[config.mk]
export PLATFORM = sky130hd
export DESIGN_NAME = instr_encoder
export DESIGN_NICKNAME = d
export VERILOG_FILES = /design/src/rtl/instr_enc_pkg.sv /design/src/rtl/instr_pack.sv /design/src/rtl/instr_encoder.sv
export SDC_FILE = /design/constraint.sdc
export NUM_CORES = 1
export LEC_CHECK = 0
export CAP_MARGIN = 20
export CORE_MARGIN = 5
export CORE_UTILIZATION = 47
export CTS_BUF_LIST = sky130_fd_sc_hd__clkbuf_8
export CTS_CLUSTER_SIZE = 24
export DETAILED_ROUTE_END_ITERATION = 10
export GPL_TIMING_DRIVEN = 0
export PLACE_DENSITY = 0.88
export SLEW_MARGIN = 20
export SYNTH_ARGS = -nofsm -noshare
export SYNTH_HDL_FRONTEND = slang
export SYNTH_HIERARCHICAL = 1
export SYNTH_SLANG_ARGS = --single-unit
[constraint.sdc]
create_clock -name clk -period 5.6 [get_ports clk]
set_input_delay 0.84 -clock clk [delete_from_list [all_inputs] [get_ports clk]]
set_output_delay 0.84 -clock clk [all_outputs]
set_load 0.02 [all_outputs]
[src/rtl/instr_enc_pkg.sv]
// ============================================================
// instr_enc_pkg: opcode, format and error codes for instr_encoder
// Rev 1.0
// ============================================================
`default_nettype none

package instr_enc_pkg;

  localparam logic [5:0] OP_RTYPE = 6'b000000;
  localparam logic [5:0] OP_J     = 6'b000010;
  localparam logic [5:0] OP_JAL   = 6'b000011;
  localparam logic [5:0] OP_SLTI  = 6'b001010;
  localparam logic [5:0] OP_LW    = 6'b100011;
  localparam logic [5:0] OP_SW    = 6'b101011;
  localparam logic [5:0] OP_ADDI  = 6'b001000;
  localparam logic [5:0] OP_PERF  = 6'b110011;

  localparam logic [1:0] FMT_R   = 2'b00;
  localparam logic [1:0] FMT_I   = 2'b01;
  localparam logic [1:0] FMT_J   = 2'b10;
  localparam logic [1:0] FMT_BAD = 2'b11;

  localparam logic [1:0] ERR_NONE   = 2'b00;
  localparam logic [1:0] ERR_OPCODE = 2'b01;
  localparam logic [1:0] ERR_FMT    = 2'b10;
  localparam logic [1:0] ERR_R0     = 2'b11;

  // {supported, required format} for an opcode
  function automatic logic [2:0] op_fmt(input logic [5:0] op);
    case (op)
      OP_RTYPE:                               op_fmt = {1'b1, FMT_R};
      OP_J, OP_JAL:                           op_fmt = {1'b1, FMT_J};
      OP_SLTI, OP_LW, OP_SW, OP_ADDI, OP_PERF: op_fmt = {1'b1, FMT_I};
      default:                                op_fmt = {1'b0, FMT_BAD};
    endcase
  endfunction

endpackage

`default_nettype wire

[src/rtl/instr_pack.sv]
// ============================================================
// instr_pack: packs decoded fields into a MIPS word and classifies it.
// INSTR_ENC_R0_GUARD_EN: reject non-nop bundles that write $0.
// Rev 1.0
// ============================================================
`default_nettype none

module instr_pack
  import instr_enc_pkg::*;
(
  input  logic [1:0]  fmt,
  input  logic [5:0]  opcode,
  input  logic [4:0]  rs,
  input  logic [4:0]  rt,
  input  logic [4:0]  rd,
  input  logic [4:0]  shamt,
  input  logic [5:0]  funct,
  input  logic [15:0] imm,
  input  logic [25:0] target,
  output logic [31:0] word,
  output logic        legal,
  output logic [1:0]  err_code
);

  logic [2:0] req;

  always_comb begin
    word     = '0;
    legal    = 1'b0;
    err_code = ERR_NONE;
    req      = op_fmt(opcode);
    case (fmt)
      FMT_R:   word = {opcode, rs, rt, rd, shamt, funct};
      FMT_I:   word = {opcode, rs, rt, imm};
      FMT_J:   word = {opcode, target};
      default: word = '0;
    endcase
    if (fmt == FMT_BAD || !req[2]) begin
      err_code = ERR_OPCODE;
    end else if (fmt != req[1:0]) begin
      err_code = ERR_FMT;
`ifdef INSTR_ENC_R0_GUARD_EN
    end else if (word != '0 &&
                 ((fmt == FMT_R && rd == '0) ||
                  (fmt == FMT_I && opcode != OP_SW && rt == '0))) begin
      err_code = ERR_R0;
`endif
    end else begin
      legal = 1'b1;
    end
  end

endmodule

`default_nettype wire

[src/rtl/instr_encoder.sv]
// ============================================================
// instr_encoder: encodes field bundles and loads them into imem.
// INSTR_ENC_R0_GUARD_EN: enables the $0-destination guard in instr_pack.
// Rev 1.0
// ============================================================
`default_nettype none

module instr_encoder
  import instr_enc_pkg::*;
#(
  parameter int ADDR_W    = 8,
  parameter int BASE_ADDR = 0
) (
  input  logic              clk,
  input  logic              reset,
  input  logic              start,
  input  logic              in_valid,
  output logic              in_ready,
  input  logic [1:0]        fmt,
  input  logic [5:0]        opcode,
  input  logic [4:0]        rs,
  input  logic [4:0]        rt,
  input  logic [4:0]        rd,
  input  logic [4:0]        shamt,
  input  logic [5:0]        funct,
  input  logic [15:0]       imm,
  input  logic [25:0]       target,
  output logic              imem_we,
  input  logic              imem_ready,
  output logic [ADDR_W-1:0] imem_addr,
  output logic [31:0]       imem_wdata,
  output logic [ADDR_W:0]   count,
  output logic              mem_full,
  output logic              err,
  output logic [1:0]        err_code
);

  localparam logic [1:0] ST_EMPTY = 2'd0;
  localparam logic [1:0] ST_PEND  = 2'd1;
  localparam logic [1:0] ST_HALT  = 2'd2;

  localparam logic [ADDR_W-1:0] BASE      = ADDR_W'(BASE_ADDR);
  localparam logic [ADDR_W-1:0] LAST_ADDR = {ADDR_W{1'b1}};
  localparam logic [ADDR_W-1:0] ADDR_ONE  = {{(ADDR_W-1){1'b0}}, 1'b1};
  localparam logic [ADDR_W:0]   CNT_ONE   = {{ADDR_W{1'b0}}, 1'b1};

  logic [1:0]        state_q, state_d;
  logic [ADDR_W-1:0] addr_q, addr_d;
  logic [ADDR_W:0]   count_q, count_d;
  logic [31:0]       wdata_q, wdata_d;
  logic              err_q, err_d;
  logic [1:0]        code_q, code_d;

  logic [31:0] pk_word;
  logic        pk_legal;
  logic [1:0]  pk_err;
  logic        accept, complete, last_done, take;

  instr_pack u_pack (
    .fmt      (fmt),
    .opcode   (opcode),
    .rs       (rs),
    .rt       (rt),
    .rd       (rd),
    .shamt    (shamt),
    .funct    (funct),
    .imm      (imm),
    .target   (target),
    .word     (pk_word),
    .legal    (pk_legal),
    .err_code (pk_err)
  );

  assign imem_we    = (state_q == ST_PEND);
  assign mem_full   = (state_q == ST_HALT);
  assign in_ready   = !reset && !start && !mem_full && (!imem_we || imem_ready);
  assign imem_addr  = addr_q;
  assign imem_wdata = wdata_q;
  assign count      = count_q;
  assign err        = err_q;
  assign err_code   = code_q;

  assign accept    = in_valid && in_ready;
  assign complete  = imem_we && imem_ready;
  assign last_done = complete && (addr_q == LAST_ADDR);
  // A word accepted alongside the final write has nowhere to go and is dropped
  assign take      = accept && pk_legal && !last_done;

  always_comb begin
    state_d = state_q;
    addr_d  = addr_q;
    count_d = count_q;
    wdata_d = wdata_q;
    err_d   = err_q;
    code_d  = code_q;

    if (complete) begin
      addr_d  = last_done ? BASE : addr_q + ADDR_ONE;
      count_d = count_q + CNT_ONE;
    end
    if (take) begin
      wdata_d = pk_word;
    end
    if (accept && !pk_legal) begin
      err_d = 1'b1;
      if (!err_q) code_d = pk_err;
    end

    case (state_q)
      ST_EMPTY: if (take) state_d = ST_PEND;
      ST_PEND: begin
        if (last_done)     state_d = ST_HALT;
        else if (complete) state_d = take ? ST_PEND : ST_EMPTY;
      end
      ST_HALT:  state_d = ST_HALT;
      default:  state_d = ST_EMPTY;
    endcase

    if (start) begin
      state_d = ST_EMPTY;
      addr_d  = BASE;
      count_d = '0;
      err_d   = 1'b0;
      code_d  = ERR_NONE;
    end
  end

  always_ff @(posedge clk) begin
    if (reset) begin
      state_q <= ST_EMPTY;
      addr_q  <= BASE;
      count_q <= '0;
      wdata_q <= '0;
      err_q   <= 1'b0;
      code_q  <= ERR_NONE;
    end else begin
      state_q <= state_d;
      addr_q  <= addr_d;
      count_q <= count_d;
      wdata_q <= wdata_d;
      err_q   <= err_d;
      code_q  <= code_d;
    end
  end

endmodule

`default_nettype wire

==> results of run 1 <==
## synthesized netlist by cell type, types with 2 or more instances
library cell	count	area share (%)
nor2_1	17	2.1
o21ai_1	11	1.8
buf_6	2	0.73
nand3_1	2	0.32
and2_1	4	0.81
xor2_1	6	1.7
a211oi_1	2	0.49
a21oi_1	5	0.81
ha_1	2	0.81
buf_2	4	0.65
nand2b_1	66	13
inv_1	7	0.85
buf_1	4	0.49
nand2_1	36	4.4
nand4_1	5	1.0
o21ai_0	7	1.1
a31oi_1	2	0.41
xnor2_1	9	2.6
a22o_1	10	2.8
dfxtp_1	54	35
mux2i_1	51	17
clkbuf_1	10	1.2
nor3_1	2	0.32
nor4_1	4	0.81
## registers in the layout, summed over array words and instances (netlist names)
register and count:
imem_wdata 32, count 9, imem_addr 8, err_code 2, state_q 2, err 1
## worst min-delay path by stage
| stage | to | depth (start not counted) |
|---|---|---|
| detailed placement | imem_wdata[27] | 2 |
| floorplan | state_q[0] | 1 |
| CTS | imem_wdata[22] | 2 |
| global placement | imem_wdata[22] | 2 |
| finish | imem_wdata[17] | 2 |
| global route | imem_wdata[7] | 2 |
## critical path, stage by stage
cell and delay, ns:
clkdlybuf4s50_1 0.45, nor2_1 0.23, o211a_1 0.27, clkdlybuf4s50_1 0.63
## final cells by class
class | instances | area share [%]
Tap cell | 77 | 2.09
Buffer | 21 | 2.39
Timing Repair Buffer | 134 | 29.1
Inverter | 8 | 0.651
Multi-Input combinational cell | 265 | 40.4
Clock buffer | 5 | 1.49
Sequential cell | 54 | 23.4
Clock inverter | 3 | 0.542
## per-stage QoR
stage,hold slack [ns],cells,setup WS (ns),area [um^2]
floorplan,0.456,348,3.05,3080
global placement,0.461,559,2.25,4520
detailed placement,0.464,559,2.18,4520
CTS,0.483,567,2.35,4620
global route,0.509,567,2.24,4620
finish,0.480,567,2.34,4620
## power by group through the flow
stage                     logic [W]  registers (W)  clock network (W)
after floorplan           0.0000607       0.000396                  0
after global placement     0.000136       0.000394                  0
after detailed placement   0.000139       0.000394                  0
after CTS                  0.000140       0.000386           0.000233
after global routing       0.000151       0.000386           0.000251
final                      0.000140       0.000386           0.000225
## cells by family after synthesis
kind of cell | share of synthesized area (%)
buffers and inverters | 4.54
AO/OA/AOI/OAI | 10.2
XOR/XNOR | 4.26
flip-flops | 35.1
AND/OR/NAND/NOR | 28.2
adder cells (fa/ha/maj) | 0.811
multiplexers | 16.9
## layer usage
metal | wire [um] | up-vias | GRT usage [%]
li1 | - | 1468 | -
met1 | 3780 | 1339 | 25.0
met2 | 4680 | 72 | 38.6
met3 | 402 | 10 | 3.72
met4 | 141 | 0 | 7.58
met5 | 0 | - | 0
==> metrics.md, run 1 <==
| Metric | Value |
|---|---|
| End of the worst register-to-register path | `imem_wdata[3]` |
| Residual DRC count | `0` |
| Slew of the pin with the lowest slew margin | `0.491 ns` |
| Quantity of hold-fixing buffers added after cts | `0` |
| Utilization after layout | `72.7%` |
| Clock network fraction of design power | `30.0%` |
| Sum of overflow across all layers after global routing | `0` |
| Root buffer cell | `clkbuf_8` |
| Die width | `91.0 um` |
| Synth unique cells | `50` |
| Placement row count | `29` |
| Post-detailed-routing wire length | `9010 um` |
| Via count | `between 2,000 and 3,000` |
| Register bit total from synthesis | `54` |
| Fin nets | `approximately 570` |
| Post-Synthesis Cell Area | `3080 um^2` |
| Post-route total power | `0.000750 W` |
| Postcts setup bufs | `0` |
| Per-cell via count in the routed design | `~5.1` |
| Wire length of the first global-routing pass | `14,600 um` |
| Pin count of the biggest net entering global routing | `19` |
| WP data arrival | `2.42 ns` |
| Number of buffers created by CTS | `5` |
| Minimum clock period after layout | `around 3.3 ns` |
| Sequential fraction of the synthesis area | `35.1%` |
| Critical hold path startpoint | `imem_wdata[17]` |
| TritonCTS clock tree | `yes` |
| Resized cells post-CTS | `0` |
| Final cycle utilization of the critical path | `58.2%` |
| Number of H-tree branching levels | `2` |
| Number of enable flip-flop cells after synthesis | `0` |
| Most common cell after layout, fill and taps aside | `clkdlybuf4s50_1` |
| Area overhead of the layout relative to synthesis | `49.7%` |
| Max-cap check violation count | `0` |
| CP startpoint | `reset` |
| Bufs on Longest Clock Path | `2` |
| Commonest cells after routing, fill and taps aside | `134 x clkdlybuf4s50_1, 66 x nand2b_1, 54 x dfxtp_1` |
| # fillers | `between 400 and 500` |
| Gate count of the mapped netlist | `~350` |
| Share of layout cells above drive strength 1 | `between 5 and 6%` |
| Avg Inst Size Synth | `8.86 um^2` |
| Critical Path RT | `around 4.8 ns` |
| Maximum clock frequency | `0.307 GHz` |
| Ys Warns | `6` |
| Final Max Tran Viols | `0` |
| Floorplan die height | `about 90 um` |
| Area taken by flip-flops and latches | `1080 um^2` |
| Sort of element at the end of the critical path | `primary output` |
| Finish-stage setup viols | `0` |
| Setup crit start kind | `primary input` |
| Via count of the first global-routing pass | `3,047` |
| Clk_lat worst skew | `0.31 ns` |
| Core Box Area | `~6300 um^2` |
| Worst setup path endpoint | `in_ready` |
| Area of the die | `8280 um^2` |
| Initial core utilization | `48.6%` |
| Overall track demand over capacity in global routing | `21.3%` |
| Net count of the mapped netlist | `around 430` |
| Logic gate share of total power | `18.6%` |
| Unrepaired setup endpoints after global routing | `false` |
| Biggest fanout along the worst timing path | `4` |
| Post-detailed-route count of antenna-violating nets | `0` |
| Cell leakage power | `approximately 1.9 nW` |
| Clock transition at the registers of the reported paths | `0.10 ns` |
| Area of the multi-input gates | `1860 um^2` |
| Critical register-to-register path startpoint | `imem_addr[0]` |
| Worst-case reg-to-reg path depth | `6` |
| Detailed-router iteration count before antenna repair | `4` |
| Async set-reset flop share out of synthesis | `0%` |
| Prevailing post-synth register cell | `dfxtp_1` |
| VDD IR max | `0.000116 V` |
| Part of the total power dissipated in sequential elements | `51.4%` |
| Class of the worst hold path | `flop to flop` |
| DP HPWL | `7240 um` |
| Worst Skew | `0.0127 ns` |
| Max_slew headroom | `67.3%` |
| Design internal power | `about 0.00056 W` |
| Accumulated negative setup slack | `0 ns` |
| DRC marker count from the first detailed-route iteration | `123` |
| Sinks on Clock Net | `54` |
| Setup slack, reg-to-reg | `roughly 3.7 ns` |
| P per Cell Area | `between 150 and 200 nW/um^2` |
| Switching power of the nets | `0.000191 W` |
| Total of buffers placed on input and output ports | `between 100 and 150` |
| Number of hold violations in the final report | `0` |
| Antenna violations before repair | `0` |
| Routability cong. | `0.824` |
| Worst Setup Path Type | `primary input to primary output` |
| Number of antenna diodes | `0` |
| Result of the run | `completed` |
| Final routed wire length divided by cell count | `15.9 um` |
| Switch share | `25.5%` |
| I/O Pins | `136` |
Note: power is estimated with default switching activity, not from simulation.
==> run 2: changes to the inputs <==
CORE_UTILIZATION = 39   (was 47)
PLACE_DENSITY = 0.78   (was 0.88)
clock period = 2.9 ns   (was 5.6 ns; I/O delays follow)
==> metrics.md, run 2 (synthesis gave the netlist of run 1 again) <==
| Metric | Value |
|---|---|
| Result of the run | `completed` |
| Number of hold violations in the final report | `0 (unchanged)` |
| Utilization after layout | `60.2% (-12 points)` |
| Cell type group with the largest total delay on the critical path | `simple AND/OR/NAND/NOR gates` |
| Via count of the first global-routing pass | `2,817 (-7.5%)` |
| Worst Setup Path Type | `primary input to flop` |
| Critical Path RT | `3.13 ns (-1.63 ns)` |
| VDD IR max | `0.000179 V (+54%)` |
| Number of antenna diodes | `0 (unchanged)` |
| Worst-case reg-to-reg path depth | `6 (unchanged)` |
| Antenna violations before repair | `0 (unchanged)` |
| Class of the worst hold path | `flop to flop` |
| Grt peak-use layer | `met2` |
| Wire length of the first global-routing pass | `14,000 um (-4.0%)` |
| Post-place instance area | `4550 um^2 (+0.69%)` |
| Routability cong. | `0.828 (+0.47%)` |
| DP HPWL | `7050 um (-2.6%)` |
| Unrepaired setup endpoints after global routing | `false` |
| Largest stage delay on the critical path | `0.58 ns (-0.05 ns)` |
| Max_slew headroom | `68.1% (+0.83 points)` |
| Non-filler instance count after layout | `592 (+4.4%)` |
| Post-route total power | `0.00145 W (+93%)` |
| Pin count of the biggest net entering global routing | `17 (-2)` |
| End of the worst register-to-register path | `imem_wdata[10]` |
| Area of the die | `9790 um^2 (+18%)` |
| DRC marker count from the first detailed-route iteration | `67 (-46%)` |
| Number of H-tree branching levels | `2 (unchanged)` |
| Critical register-to-register path startpoint | `imem_addr[0]` |
| Slowest cell on the critical path | `or4_1` |
| Sinks on Clock Net | `54 (unchanged)` |
| Post-detailed-route count of antenna-violating nets | `0 (unchanged)` |
| Sequence of cells on the critical path | `clkdlybuf4s50_1, or4_1, a21oi_2, nand2_1, o22ai_2, nand4_4, buf_6, a211oi_1` |
| Number of cells in the design after placement | `584 (+4.5%)` |
| Die width | `98.9 um (+8.7%)` |
| Global-route track usage on met1 | `21.1% (-3.9 points)` |
| Most common cell after layout, fill and taps aside | `clkdlybuf4s50_1` |
| WP data arrival | `2.81 ns (+0.39 ns)` |
| Maximum clock frequency | `0.387 GHz` |
| Floorplan die height | `98.9 um (+8.7%)` |
| CP Depth | `8 (+4)` |
| Core Box Area | `7730 um^2 (+22%)` |
| Share of layout cells above drive strength 1 | `5.31% (+0.20 points)` |
| Final cycle utilization of the critical path | `~89%` |
| GRT met3 Usage | `3.54% (-0.18 points)` |
| Total of buffers placed on input and output ports | `134 (unchanged)` |
| Commonest cells after routing, fill and taps aside | `134 x clkdlybuf4s50_1, 66 x nand2b_1, 54 x dfxtp_1` |
| Sum of overflow across all layers after global routing | `0 (unchanged)` |
| Worst slack at placement | `-0.151 ns (-2.33 ns)` |
| CP startpoint | `opcode[2]` |
| Critical hold path startpoint | `imem_wdata[9]` |
| Placement row count | `32 (+10%)` |
| Final Max Tran Viols | `0 (unchanged)` |
| Fin nets | `572 (unchanged)` |
| Worst setup path endpoint | `state_q[0]` |
| Number of buffers created by CTS | `5 (unchanged)` |
| Setup crit start kind | `primary input` |
| Area overhead of the layout relative to synthesis | `50.9%` |
| Worst Skew | `0.00843 ns (-0.00423 ns)` |
| Sort of element at the end of the critical path | `flop` |
| Cell leakage power | `1.89 nW (+0.30%)` |
| P per Cell Area | `312 nW/um^2 (+92%)` |
| Per-cell via count in the routed design | `4.88 (-4.3%)` |
| Overall track demand over capacity in global routing | `17.6% (-3.7 points)` |
| Slew of the pin with the lowest slew margin | `0.478 ns (-0.0124 ns)` |
| Root buffer cell | `clkbuf_8` |
| Final routed wire length divided by cell count | `14.9 um (-6.4%)` |
| Min setup slack post-route | `0.317 ns (-2.02 ns)` |
| I/O Pins | `136 (unchanged)` |
| Minimum clock period after layout | `2.58 ns` |
| Global routing usage on met2 | `31.2% (-7.4 points)` |
| Max-cap check violation count | `0 (unchanged)` |
| Clk_lat worst skew | `0.31 ns (about the same)` |
| Buf+Inv Stages, Crit Path | `2 (unchanged)` |
| Residual DRC count | `0 (unchanged)` |
| Clock transition at the registers of the reported paths | `0.10 ns (about the same)` |
| Post-detailed-routing wire length | `8810 um (-2.2%)` |
| Via count | `2,888 (-0.035%)` |
| # fillers | `696 (+42%)` |
| Bufs on Longest Clock Path | `2 (unchanged)` |
| Detailed-router iteration count before antenna repair | `4 (unchanged)` |
| Flip-flop count of the largest register after layout | `32 (unchanged)` |
| Biggest fanout along the worst timing path | `10 (+6)` |
| TritonCTS clock tree | `yes` |
| Final cell area excluding filler cells | `4650 um^2 (+0.84%)` |
| Finish-stage setup viols | `0 (unchanged)` |
| Setup slack, reg-to-reg | `0.96 ns (-2.70 ns)` |
| Initial core utilization | `39.9% (-8.7 points)` |
run 2: cell count changes in the layout (fill, tap and decap cells not counted):
cell / previous run / this run
o22ai_1: 1 / 0
clkinv_2: 0 / 1
inv_6: 1 / 0
clkinv_4: 1 / 0
clkbuf_8: 5 / 6
o22ai_2: 0 / 1
run 2: repair_timing:
item	CTS	global route
hold buffers	0	0
resized for setup	0	1
setup endpoints to repair	0	2
setup buffers	0	0
run 2: worst min path at each step:
| stage | slack, ns | endpoint | depth (start not counted) |
|---|---|---|---|
| 6_report | 0.48 | imem_wdata[9] | 2 |
| 5_1_grt | 0.50 | imem_wdata[28] | 2 |
| 4_1_cts | 0.48 | imem_wdata[18] | 2 |
| 3_5_place_dp | 0.47 | imem_wdata[30] | 2 |
| 3_3_place_gp | 0.46 | imem_wdata[21] | 2 |
| 2_1_floorplan | 0.46 | state_q[0] | 1 |
run 2: tightest hold or removal path, stage by stage, from the launching register on:
cell and delay [ns]:
dfxtp_1 0.32, nand2b_1 0.06, mux2i_1 0.06
run 2: area by class of cell:
type                            count  area, um^2  share of cell area, %
Inverter                            8        30.0                  0.645
Tap cell                          102         128                   2.74
Multi-Input combinational cell    265        1870                   40.2
Sequential cell                    54        1080                   23.2
Buffer                             21         110                   2.37
Clock inverter                      2        12.5                  0.269
Clock buffer                        6        82.6                   1.77
Timing Repair Buffer              134        1340                   28.8
run 2: metal layers:
layer  vias to the layer above  share of wire [%]
met3                        15                5.8
met4                         0                2.2
met2                        81                 50
met1                      1323                 42
li1                       1469                  -
met5                         -                  0
run 2: through the flow:
step                      hold WS [ns]  TNS (ns)
after floorplan                  0.456         0
after global placement           0.461     -1.46
after detailed placement         0.470     -3.43
after CTS                        0.485         0
after global routing             0.504         0
final                            0.480         0
run 2: where the power goes:
group / leakage [nW] / internal [W] / total (W) / switching [W]
combinational: 1.40 / 0.000162 / 0.000269 / 0.000106
sequential: 0.435 / 0.000743 / 0.000745 / 0.00000150
clock: 0.0472 / 0.000192 / 0.000439 / 0.000246
==> run 3: changes to the inputs <==
MAX_ROUTING_LAYER = met4   (was not set)
==> metrics.md, run 3 (synthesis gave the netlist of run 1 again) <==
| Metric | Value |
|---|---|
| I/O Pins | `136 (unchanged)` |
| Minimum clock period after layout | `2.56 ns (-0.0208 ns)` |
| Area overhead of the layout relative to synthesis | `50.9% (unchanged)` |
| Min setup slack post-route | `0.338 ns (+0.0208 ns)` |
| Routability cong. | `0.840 (+1.5%)` |
| Most common cell after layout, fill and taps aside | `clkdlybuf4s50_1` |
| Flip-flop count of the largest register after layout | `32 (unchanged)` |
| P per Cell Area | `312 nW/um^2 (about the same)` |
| Worst slack at placement | `-0.151 ns (unchanged)` |
| Setup crit start kind | `primary input` |
| VDD IR max | `0.000178 V (-0.57%)` |
| Biggest fanout along the worst timing path | `6 (-4)` |
| Class of the worst hold path | `flop to flop` |
| Unrepaired setup endpoints after global routing | `false` |
| WP data arrival | `2.75 ns (-0.06 ns)` |
| Final routed wire length divided by cell count | `14.9 um (+0.12%)` |
| Result of the run | `completed` |
| Clock transition at the registers of the reported paths | `0.10 ns (about the same)` |
| Floorplan die height | `98.9 um (unchanged)` |
| Post-detailed-routing wire length | `8820 um (+0.12%)` |
| Per-cell via count in the routed design | `4.88 (about the same)` |
| Finish-stage setup viols | `0 (unchanged)` |
| Detailed-router iteration count before antenna repair | `4 (unchanged)` |
| Post-detailed-route count of antenna-violating nets | `0 (unchanged)` |
| Root buffer cell | `clkbuf_8` |
| DP HPWL | `7050 um (unchanged)` |
| Slew of the pin with the lowest slew margin | `0.486 ns (+0.00761 ns)` |
| Antenna violations before repair | `0 (unchanged)` |
| TritonCTS clock tree | `yes` |
| Resized cells post-CTS | `0 (unchanged)` |
| Initial core utilization | `39.9% (unchanged)` |
| Non-filler instance count after layout | `592 (unchanged)` |
| Setup slack, reg-to-reg | `0.95 ns (about the same)` |
| # fillers | `696 (unchanged)` |
| DRC marker count from the first detailed-route iteration | `72 (+7.5%)` |
| Sum of overflow across all layers after global routing | `0 (unchanged)` |
| Critical Path RT | `3.09 ns (-0.04 ns)` |
| Fin nets | `572 (unchanged)` |
| Clk_lat worst skew | `0.31 ns (about the same)` |
| Final cycle utilization of the critical path | `88.3% (-0.72 points)` |
| Worst Setup Path Type | `primary input to flop` |
| Die width | `98.9 um (unchanged)` |
| Max-cap check violation count | `0 (unchanged)` |
| Wire length of the first global-routing pass | `14,000 um (about the same)` |
| Area of the die | `9790 um^2 (unchanged)` |
| Number of cells in the design after placement | `584 (unchanged)` |
| Final Max Tran Viols | `0 (unchanged)` |
| Commonest cells after routing, fill and taps aside | `134 x clkdlybuf4s50_1, 66 x nand2b_1, 54 x dfxtp_1` |
| Number of buffers created by CTS | `5 (unchanged)` |
| Number of H-tree branching levels | `2 (unchanged)` |
| Postcts setup bufs | `0 (unchanged)` |
| Post-place instance area | `4550 um^2 (unchanged)` |
| Worst Skew | `0.00944 ns (+0.00101 ns)` |
| Placement row count | `32 (unchanged)` |
| Quantity of hold-fixing buffers added after cts | `0 (unchanged)` |
| Share of layout cells above drive strength 1 | `5.31% (unchanged)` |
| Core Box Area | `7730 um^2 (unchanged)` |
| Cell leakage power | `1.89 nW (unchanged)` |
| Number of hold violations in the final report | `0 (unchanged)` |
| Final cell area excluding filler cells | `4650 um^2 (unchanged)` |
| Via count | `2,890 (+0.069%)` |
| Via count of the first global-routing pass | `2,816 (-0.035%)` |
| Bufs on Longest Clock Path | `2 (unchanged)` |
| Max_slew headroom | `67.6% (-0.51 points)` |
| Maximum clock frequency | `0.390 GHz (+0.81%)` |
| Sort of element at the end of the critical path | `flop` |
| Total of buffers placed on input and output ports | `134 (unchanged)` |
| Number of antenna diodes | `0 (unchanged)` |
| Overall track demand over capacity in global routing | `18.1% (+0.53 points)` |
| Sinks on Clock Net | `54 (unchanged)` |
| Pin count of the biggest net entering global routing | `17 (unchanged)` |
| Residual DRC count | `0 (unchanged)` |
[run 3: cell counts in the layout (fill, tap and decap cells not counted)]
No cell type changed its count.
[run 3: worst paths after layout]
kind | startpoint | cells past startpoint | endpoint
worst max register to register | imem_addr[0] | 6 | imem_wdata[10]
worst min-delay path | imem_wdata[9] | 2 | imem_wdata[9]
worst max-delay path | opcode[2] | 9 | err_code[0]
worst min register to register | imem_wdata[9] | 2 | imem_wdata[9]
[run 3: stage by stage]
| step | util, % | setup TNS [ns] | total power (W) | hold slack (ns) |
|---|---|---|---|---|
| 4_1_cts | 60.2 | 0 | 0.00147 | 0.485 |
| 3_5_place_dp | 58.9 | -3.43 | 0.00103 | 0.470 |
| 3_3_place_gp | 58.9 | -1.46 | 0.00103 | 0.461 |
| 2_1_floorplan | - | 0 | 0.000882 | 0.456 |
| 5_1_grt | 60.2 | 0 | 0.00152 | 0.504 |
| 6_report | 60.2 | 0 | 0.00145 | 0.480 |
[run 3: power breakdown]
group | total (W) | switching [W] | internal (W) | leakage (nW)
Combinational | 0.000269 | 0.000107 | 0.000162 | 1.40
Clock | 0.000439 | 0.000246 | 0.000192 | 0.0472
Sequential | 0.000745 | 0.00000151 | 0.000743 | 0.435
[run 3: per-layer routing]
layer	GRT usage [%]	part of all wire, %
met5	-	0
met4	5.67	2.2
met3	2.55	4.3
met2	31.2	50
met1	21.7	43
[run 3: layout make-up]
type,instances,area (um^2),area share [%]
Multi-Input combinational cell,265,1870,40.2
Timing Repair Buffer,134,1340,28.8
Sequential cell,54,1080,23.2
Tap cell,102,128,2.74
Buffer,21,110,2.37
Clock buffer,6,82.6,1.77
Inverter,8,30.0,0.645
Clock inverter,2,12.5,0.269
[run 3: worst max-delay path, cell delays in order]
cell and delay (ns):
clkdlybuf4s50_1 0.54, or4_1 0.58, a21oi_2 0.20, xnor2_1 0.15
o22ai_2 0.15, nor3b_1 0.21, o2111ai_1 0.22, mux2i_1 0.22
nor2_1 0.05
